### src/rtl/cmos_pixel_packer_if.sv
// Sensor-side DVP inputs and packed-word outputs of cmos_pixel_packer.
// master drives the sensor beats, slave is the packer.
interface cmos_pixel_packer_if #(
    parameter int IN_W  = 8,
    parameter int OUT_W = 16
);
    logic             vs_i;
    logic             de_i;
    logic [IN_W-1:0]  pdata_i;
    logic             vs_o;
    logic             de_o;
    logic [OUT_W-1:0] pdata_o;
    logic             sof_o;
    logic             eol_o;
    logic             drop_o;

    modport master (
        output vs_i, de_i, pdata_i,
        input  vs_o, de_o, pdata_o, sof_o, eol_o, drop_o
    );

    modport slave (
        input  vs_i, de_i, pdata_i,
        output vs_o, de_o, pdata_o, sof_o, eol_o, drop_o
    );
endinterface

### src/rtl/cmos_pixel_packer.sv
// Packs RATIO consecutive IN_W-bit DVP beats into one word with VSYNC arming and line-end flush.
// Optional line/word counters are built when CMOS_PACK_LINECNT_EN is defined.
module cmos_pixel_packer #(
    parameter int IN_W        = 8,
    parameter int RATIO       = 2,
    parameter int MSB_FIRST   = 1,
    parameter int PAD_PARTIAL = 1,
    parameter int CNT_W       = 12
) (
    input  logic               pclk,
    input  logic               rst,
    cmos_pixel_packer_if.slave bus
`ifdef CMOS_PACK_LINECNT_EN
    ,
    output logic [CNT_W-1:0]   line_cnt_o,
    output logic [CNT_W-1:0]   word_cnt_o
`endif
);
    localparam int              OUT_W     = IN_W * RATIO;
    localparam int              BC_W      = $clog2(RATIO);
    localparam logic [BC_W-1:0] LAST_BEAT = BC_W'(RATIO - 1);
    localparam bit              PAD_EN    = (PAD_PARTIAL != 0);

    typedef enum logic [1:0] {
        S_WAIT_VS = 2'd0,
        S_IDLE    = 2'd1,
        S_PACK    = 2'd2
    } state_t;

    state_t            state_r;
    logic [BC_W-1:0]   beat_cnt_r;
    logic [OUT_W-1:0]  shift_r;
    logic              vs_r;
    logic              de_r;
    logic              sof_pending_r;

    logic              vs_rise_s;
    logic              de_fall_s;
    logic [OUT_W-1:0]  packed_s;
    logic              take_beat_s;
    logic              word_done_s;
    logic              line_end_s;
    logic              partial_s;
    logic              emit_s;
    logic              drop_s;
    logic [OUT_W-1:0]  emit_word_s;

    function automatic logic [OUT_W-1:0] place_beat(
        input logic [OUT_W-1:0] word,
        input logic [BC_W-1:0]  lane,
        input logic [IN_W-1:0]  beat
    );
        logic [OUT_W-1:0] r;
        int               base;
        r = word;
        if (MSB_FIRST != 0) begin
            base = OUT_W - IN_W * (int'(lane) + 1);
        end else begin
            base = IN_W * int'(lane);
        end
        r[base +: IN_W] = beat;
        return r;
    endfunction

    assign vs_rise_s   = bus.vs_i & ~vs_r;
    assign de_fall_s   = de_r & ~bus.de_i;
    assign packed_s    = place_beat(shift_r, beat_cnt_r, bus.pdata_i);
    assign emit_word_s = word_done_s ? packed_s : shift_r;

    // Decode this cycle's packing events; a VSYNC rise overrides any beat or line end.
    always_comb begin
        take_beat_s = 1'b0;
        word_done_s = 1'b0;
        line_end_s  = 1'b0;
        if (vs_rise_s || (state_r == S_WAIT_VS)) begin
            take_beat_s = 1'b0;
        end else begin
            take_beat_s = bus.de_i;
            word_done_s = bus.de_i & (beat_cnt_r == LAST_BEAT);
            line_end_s  = (state_r == S_PACK) & de_fall_s;
        end
        partial_s = line_end_s & (beat_cnt_r != '0);
        emit_s    = word_done_s | (partial_s & PAD_EN);
        drop_s    = partial_s & ~PAD_EN;
    end

    // Frame FSM, lane assembly and all registered outputs.
    always_ff @(posedge pclk or posedge rst) begin
        if (rst) begin
            state_r       <= S_WAIT_VS;
            beat_cnt_r    <= '0;
            shift_r       <= '0;
            vs_r          <= 1'b0;
            de_r          <= 1'b0;
            sof_pending_r <= 1'b0;
            bus.vs_o      <= 1'b0;
            bus.de_o      <= 1'b0;
            bus.pdata_o   <= '0;
            bus.sof_o     <= 1'b0;
            bus.eol_o     <= 1'b0;
            bus.drop_o    <= 1'b0;
`ifdef CMOS_PACK_LINECNT_EN
            line_cnt_o    <= '0;
            word_cnt_o    <= '0;
`endif
        end else begin
            vs_r        <= bus.vs_i;
            de_r        <= bus.de_i;
            bus.vs_o    <= bus.vs_i;
            bus.de_o    <= emit_s;
            bus.sof_o   <= emit_s & sof_pending_r;
            bus.eol_o   <= line_end_s;
            bus.drop_o  <= drop_s;
            if (emit_s) begin
                bus.pdata_o <= emit_word_s;
            end

            if (vs_rise_s) begin
                sof_pending_r <= 1'b1;
            end else if (emit_s) begin
                sof_pending_r <= 1'b0;
            end

            case (state_r)
                S_WAIT_VS: if (vs_rise_s) state_r <= S_IDLE;
                S_IDLE: begin
                    if (vs_rise_s) begin
                        state_r <= S_IDLE;
                    end else if (bus.de_i) begin
                        state_r <= S_PACK;
                    end
                end
                S_PACK:    if (vs_rise_s || line_end_s) state_r <= S_IDLE;
                default:   state_r <= S_WAIT_VS;
            endcase

            // Partial data from an interrupted frame is discarded silently.
            if (vs_rise_s || word_done_s || line_end_s) begin
                beat_cnt_r <= '0;
                shift_r    <= '0;
            end else if (take_beat_s) begin
                beat_cnt_r <= beat_cnt_r + BC_W'(1);
                shift_r    <= packed_s;
            end

`ifdef CMOS_PACK_LINECNT_EN
            if (vs_rise_s) begin
                line_cnt_o <= '0;
            end else if (line_end_s && (line_cnt_o != '1)) begin
                line_cnt_o <= line_cnt_o + CNT_W'(1);
            end
            if (emit_s) begin
                if (word_cnt_o != '1) word_cnt_o <= word_cnt_o + CNT_W'(1);
            end else if (bus.eol_o) begin
                word_cnt_o <= '0;
            end
`endif
        end
    end
endmodule

### src/flat_wrapper.sv
// flat-port wrapper written by rule: the top's interface ports become plain ports
module cmos_pixel_packer_flat 
#(
    parameter int IN_W        = 8,
    parameter int RATIO       = 2,
    parameter int MSB_FIRST   = 1,
    parameter int PAD_PARTIAL = 1,
    parameter int CNT_W       = 12
)
  (pclk, rst, bus_vs_i, bus_de_i, bus_pdata_i, bus_vs_o, bus_de_o, bus_pdata_o, bus_sof_o, bus_eol_o, bus_drop_o);
  cmos_pixel_packer_if #(.IN_W(IN_W), .OUT_W(16)) bus_i ();
  input  logic pclk;
  input  logic rst;
  input wire logic [$bits(bus_i.vs_i)-1:0] bus_vs_i;
  input wire logic [$bits(bus_i.de_i)-1:0] bus_de_i;
  input wire logic [$bits(bus_i.pdata_i)-1:0] bus_pdata_i;
  output wire logic [$bits(bus_i.vs_o)-1:0] bus_vs_o;
  output wire logic [$bits(bus_i.de_o)-1:0] bus_de_o;
  output wire logic [$bits(bus_i.pdata_o)-1:0] bus_pdata_o;
  output wire logic [$bits(bus_i.sof_o)-1:0] bus_sof_o;
  output wire logic [$bits(bus_i.eol_o)-1:0] bus_eol_o;
  output wire logic [$bits(bus_i.drop_o)-1:0] bus_drop_o;
  assign bus_i.vs_i = bus_vs_i;
  assign bus_i.de_i = bus_de_i;
  assign bus_i.pdata_i = bus_pdata_i;
  assign bus_vs_o = bus_i.vs_o;
  assign bus_de_o = bus_i.de_o;
  assign bus_pdata_o = bus_i.pdata_o;
  assign bus_sof_o = bus_i.sof_o;
  assign bus_eol_o = bus_i.eol_o;
  assign bus_drop_o = bus_i.drop_o;
  cmos_pixel_packer #(.IN_W(IN_W), .RATIO(RATIO), .MSB_FIRST(MSB_FIRST), .PAD_PARTIAL(PAD_PARTIAL), .CNT_W(CNT_W)) u_core (.pclk(pclk), .rst(rst), .bus(bus_i));
endmodule
### config.mk
export PLATFORM = sky130hd
export DESIGN_NAME = cmos_pixel_packer_flat
export DESIGN_NICKNAME = d
export VERILOG_FILES = /design/src/rtl/cmos_pixel_packer_if.sv /design/src/rtl/cmos_pixel_packer.sv /design/src/flat_wrapper.sv
export SDC_FILE = /design/constraint.sdc
export NUM_CORES = 1
export LEC_CHECK = 0
export CORE_MARGIN = 2
export CORE_UTILIZATION = 51
export CTS_BUF_LIST = sky130_fd_sc_hd__clkbuf_8
export DETAILED_ROUTE_END_ITERATION = 8
export PLACE_DENSITY = 0.78
export SKIP_LAST_GASP = 1
export SLEW_MARGIN = 20
export SYNTH_ARGS = -nofsm -noshare
export SYNTH_HDL_FRONTEND = slang
export SYNTH_SLANG_ARGS = --single-unit
### constraint.sdc
create_clock -name pclk -period 2.1 [get_ports pclk]
set_input_delay 0.315 -clock pclk [delete_from_list [all_inputs] [get_ports pclk]]
set_output_delay 0.315 -clock pclk [all_outputs]
set_load 0.01 [all_outputs]
# After elaboration in Yosys (flattened, before gate mapping)
# Index checks and enable logic that the tools add are counted.
[word_totals]
regBits = 41
latchBits = 0
ramBits = 0
mem_bits_ro = 0
in_bits = 12
output_inout_bits = 21
wordCells = 54
mem_count = 0
[op_classes]
addsub = 4
n_mul = 0
div = 0
n_lt_le_gt_ge = 0
n_eq_ne = 5
shifts = 2
n_mux = 16
bitwise_logic = 9
n_reduce_logical = 8
[ops]
columns = ["operator", "n"]
rows = [
  ["$mux 16", 3],
  ["$neg 32->33", 1],
  ["$shift 8x33->16 const A", 1],
  ["$shiftx 8x33->16", 1],
  ["$sub 6x32->32 const A", 1],
  ["$bwmux 16", 1],
  ["$mux 2", 4],
  ["$mux 1", 7],
  ["$and 1x1->1", 6],
  ["$pmux 2 s3", 1],
  ["$logic_or 1x1->1", 4],
  ["$reduce_bool 2->1", 2],
  ["$ne 3x2->1 const B", 1],
  ["$reduce_and 3->1", 1],
  ["$add 1x1->2 const B", 1],
  ["$eq 2x1->1 const B", 1],
  ["$eq 2x2->1 const B", 1],
  ["$logic_not 2->1", 1],
  ["$ne 2x1->1 const B", 1],
  ["$ne 2x2->1 const B", 1],
  ["$not 1->1", 2],
  ["$add 1x1->1 const B", 1],
  ["$or 1x1->1", 1],
]

# Longest topological paths before layout
[logic_depth]
depth_word = 8
ltp_mapped = 6
depth_no_buf = 3

# Worst setup path after synthesis
# No wires, ideal clock.
[synth_path]
path_kind = "register -> register"
startpoint = "register u_core.state_r[0]"
endpoint = "register u_core.bus.pdata_o[10]"
arrival_time_ps = 1337
required_ps = 1975
path_slack_ps = 638
stages_incl_launch_ff = 6
n_path_buf = 2
synth_period_minus_slack_ps = 1462
cell_sequence = "dfrtp_1 -> buf_4 -> or2_1 -> buf_6 -> o2111ai_4 -> mux2_2"
[synth_via]
elab_chain_len = 5
elab_cells_between_ends = 9
classes_between = "1 x eq/ne; 3 x mux; 3 x bitwise; 2 x reduce/logical"
[synth_lines]
columns = ["item", "line", "rtl"]
rows = [
  ["start: declaration", "cmos_pixel_packer.sv:30", "state_t state_r;"],
  ["start signal: assignment", "cmos_pixel_packer.sv:90", "state_r <= S_WAIT_VS;"],
  ["start signal: assignment", "cmos_pixel_packer.sv:125", "S_WAIT_VS: if (vs_rise_s) state_r <= S_IDLE;"],
  ["start signal: assignment", "cmos_pixel_packer.sv:128", "state_r <= S_IDLE;"],
  ["$eq 2x2->1 or $logic_not 2->1 (tied branches)", "cmos_pixel_packer.sv:80, cmos_pixel_packer.sv:75", ""],
  ["$and 1x1->1 or $logic_or 1x1->1 (tied branches)", "cmos_pixel_packer.sv:80, cmos_pixel_packer.sv:75", ""],
  ["$mux 1", "cmos_pixel_packer.sv:75", "if (vs_rise_s || (state_r == S_WAIT_VS)) begin"],
  ["$and 1x1->1", "cmos_pixel_packer.sv:82", "partial_s = line_end_s & (beat_cnt_r != '0);"],
  ["$or 1x1->1", "cmos_pixel_packer.sv:83", "emit_s = word_done_s | (partial_s & PAD_EN);"],
  ["end signal: assignment", "cmos_pixel_packer.sv:115", "bus.pdata_o <= emit_word_s;"],
  ["end: declaration", "cmos_pixel_packer_if.sv:24", "output vs_o, de_o, pdata_o, sof_o, eol_o, drop_o"],
]
# Several ways; a longest one is shown, not always the timed one.
# A chain may end at the register's enable or synchronous reset.

# Final worst setup path
[layout_path]
startpoint = "register u_core.state_r[0]"
endpoint = "register u_core.bus.pdata_o[1]"
# Same word-level chain as after synthesis.

==> impl_metrics.json <==
{
  "ys.flop_type": "dfrtp_1",
  "p_sw_uw": 722.7,
  "core_area_um2": 3337,
  "worstHoldPathType": "input port to asynchronous set/reset pin",
  "cp_num_buf_inv": 1,
  "outcome": "finished clean",
  "grt_max_degree": 42,
  "wire_per_inst_um": 14.52,
  "ctsLongestPathBuffers": 2,
  "fin_tns_setup_ns": 0,
  "yosys-top-cells-count": "dfrtp_1 (41), inv_1 (28), a21oi_1 (11)",
  "cts-root-buf": "clkbuf_8",
  "synth.cell_area_um2": 1783,
  "synth_cell_types": 30,
  "die-area_um2": 3985,
  "r2r_start": "u_core.state_r[0]",
  "slew_viol_final": 0,
  "grt-busiest-layer": "met2",
  "totalPowerFinal_uw": 2404,
  "startpoint_type": "register",
  "final_util": 0.6667,
  "worst-setup-path-type": "register to register",
  "p_leak_uw": 0.001052,
  "synthArstFlopShare": 1.000,
  "diodes": 0,
  "max_stage_delay_ns": 0.49,
  "antenna_found_initial": 0,
  "cp.required_ns": 2.26,
  "cp_top_family": "compound AO/OA/AOI/OAI gates",
  "ys_seq_area_frac": 0.5754,
  "p_comb_frac": 0.335,
  "cp_max_fo": 11,
  "cts_buffers": 5,
  "intPower_uw": 1681,
  "fmax_mhz": 542.8,
  "crit_arrival_ns": 2.01,
  "tightestPinTransition_ns": 0.5126,
  "nets": 208,
  "synth_warnings": 0,
  "synth_nets": 172,
  "reg_top3": "u_core.bus.pdata_o x16, u_core.shift_r x16, u_core.state_r x2",
  "setup_viol": 0,
  "min_period_ns": 1.842,
  "grt_util_met1": 0.2506,
  "hpwl_um": 2584,
  "grtUsageMet3": 0.03750,
  "wirelength_um": 3528,
  "yosysTopAreaCellShare": 0.5754,
  "end_kind": "register",
  "ys_seq_elements": 41,
  "drc": 0,
  "antenna_left": 0,
  "synth_most_common_cell": "dfrtp_1",
  "critPathSlowestCell": "dfrtp_1",
  "cts_resized": 0,
  "post_cts_buffers": 0,
  "period_share": 0.8773,
  "cts.sinks": 41,
  "avgViaCountPerCell": 5.379,
  "max_cap_viol_count": 0,
  "cts_max_level": 2,
  "fp.dieH_um": 63.13,
  "num_vias": 1307,
  "p_sw_frac": 0.3007,
  "p_per_area_nw_per_um2": 1080,
  "grt_overflow": 0,
  "clock_power_share": 0.195,
  "clock_latency_ns": 0.29,
  "synth_edf_count": 0,
  "p_seq_frac": 0.469,
  "skew_ns": 0.007780,
  "num_io_pins": 33,
  "start_util": 0.5343,
  "die_w_um": 63.13,
  "first_pass_iters": 4,
  "synth_area_leader_cell": "dfrtp_1",
  "grt_first_pass_wirelength_um": 6306,
  "use_met2": 0.3404,
  "cts.hold.buffers_added": 0,
  "path_clk_slew_ns": 0.07,
  "rows": 21,
  "synthToLayoutAreaGrowth_pct": 24.77,
  "critical_path.startpoint": "u_core.state_r[0]",
  "path_cells": "or2_1 -> o2111ai_4 -> buf_4 -> a222oi_1",
  "syn_inst": 160,
  "hold_viol_final": 0,
  "final_layout_size_suffix_gt1_frac": 0.1269,
  "grt_usage": 0.2071,
  "slew_headroom": 0.6583,
  "cts_tree": "done",
  "rsz0062_at_grt": "false",
  "grt_pass1_vias": 1380,
  "gp_congestion": 0.8930,
  "peakVddDrop_v": 0.0007176,
  "syn_avg_cell_area_um2": 11.14,
  "port_buffers": 31,
  "drtIter0Drc": 48,
  "netlist_top_cells_area": "dfrtp_1 (58%), inv_1 (5.9%), mux2_2 (5.1%)"
}
[final timing paths]
kind	endpoint	slack (ns)	depth (start not counted)
max	u_core.bus.pdata_o[1]	0.26	4
min	u_core.bus.pdata_o[14]	0.46	3
max reg2reg	u_core.bus.pdata_o[1]	0.26	4
min reg2reg	u_core.shift_r[4]	0.50	2
max in group asynchronous	u_core.bus.pdata_o[15]	1.27	3
min in group pclk	u_core.shift_r[4]	0.50	2
[area by class of cell]
cell class,count,area (um2)
inverters,29,108.9
well taps,46,57.56
clock inverters,3,11.26
fillers,284,1112
multi-input cells,80,581.8
repair buffers,39,370.4
clock buffers,5,68.82
flip-flops and latches,41,1026
[power by group through the flow]
stage               clock (uW)  combinational, uW  sequential (uW)
finish                     470                806             1130
detailed placement           0                811             1150
global placement             0                789             1130
floorplan                    0                373             1180
CTS                        486                816             1130
global route               524                875             1160
[layout by cell type (no fill, tap or decap)]
| cell type | count |
|---|---|
| nand3_1 | 1 |
| clkinv_1 | 1 |
| nand2b_1 | 1 |
| dfrtp_1 | 41 |
| o2111ai_4 | 1 |
| or2_1 | 1 |
| nor3_1 | 8 |
| a222oi_1 | 8 |
| nor3_2 | 1 |
| a21oi_1 | 11 |
| a21o_1 | 1 |
| inv_1 | 31 |
| nor2_1 | 3 |
| nand2_1 | 2 |
| nand4bb_1 | 1 |
| mux2_2 | 8 |
| xor2_1 | 1 |
| a211o_1 | 1 |
| a21boi_1 | 1 |
| o31ai_1 | 8 |
| nor3b_2 | 1 |
| buf_4 | 8 |
| nand4_1 | 8 |
| nor2_2 | 1 |
| o21ai_0 | 1 |
| nor2b_1 | 10 |
| clkdlybuf4s50_1 | 31 |
| conb_1 | 1 |
| clkbuf_8 | 5 |
[logic make-up (layout without fill, tap and decap cells)]
logic type / after synthesis / after routing / synth area share
AO/OA/AOI/OAI: 32 / 32 / 0.1404
XOR/XNOR: 1 / 1 / 0.004913
buffers and inverters: 39 / 76 / 0.09824
flip-flops: 41 / 41 / 0.5754
multiplexers: 8 / 8 / 0.05053
other: 1 / 1 / 0.002103
AND/OR/NAND/NOR: 38 / 38 / 0.1284
[per-layer routing]
layer,vias up,part of all wire
li1,619,-
met1,647,0.42
met2,32,0.52
met3,9,0.040
met4,0,0.027
met5,-,0
[metrics by stage]
stage	std cells	hold WS (ns)	setup slack, ns	area [um2]
detailed placement	235	0.4949	0.1449	2145
global route	243	0.5204	0.1198	2225
finish	243	0.4560	0.2577	2225
CTS	243	0.4935	0.2333	2225
global placement	235	0.4733	0.2318	2145
floorplan	160	0.3464	0.6379	1783
[worst min-delay path, cell delays in order]
cell and delay [ns]:
clkdlybuf4s50_1 0.40, inv_1 0.06, buf_4 0.43
(Power assumes the default switching activity.)
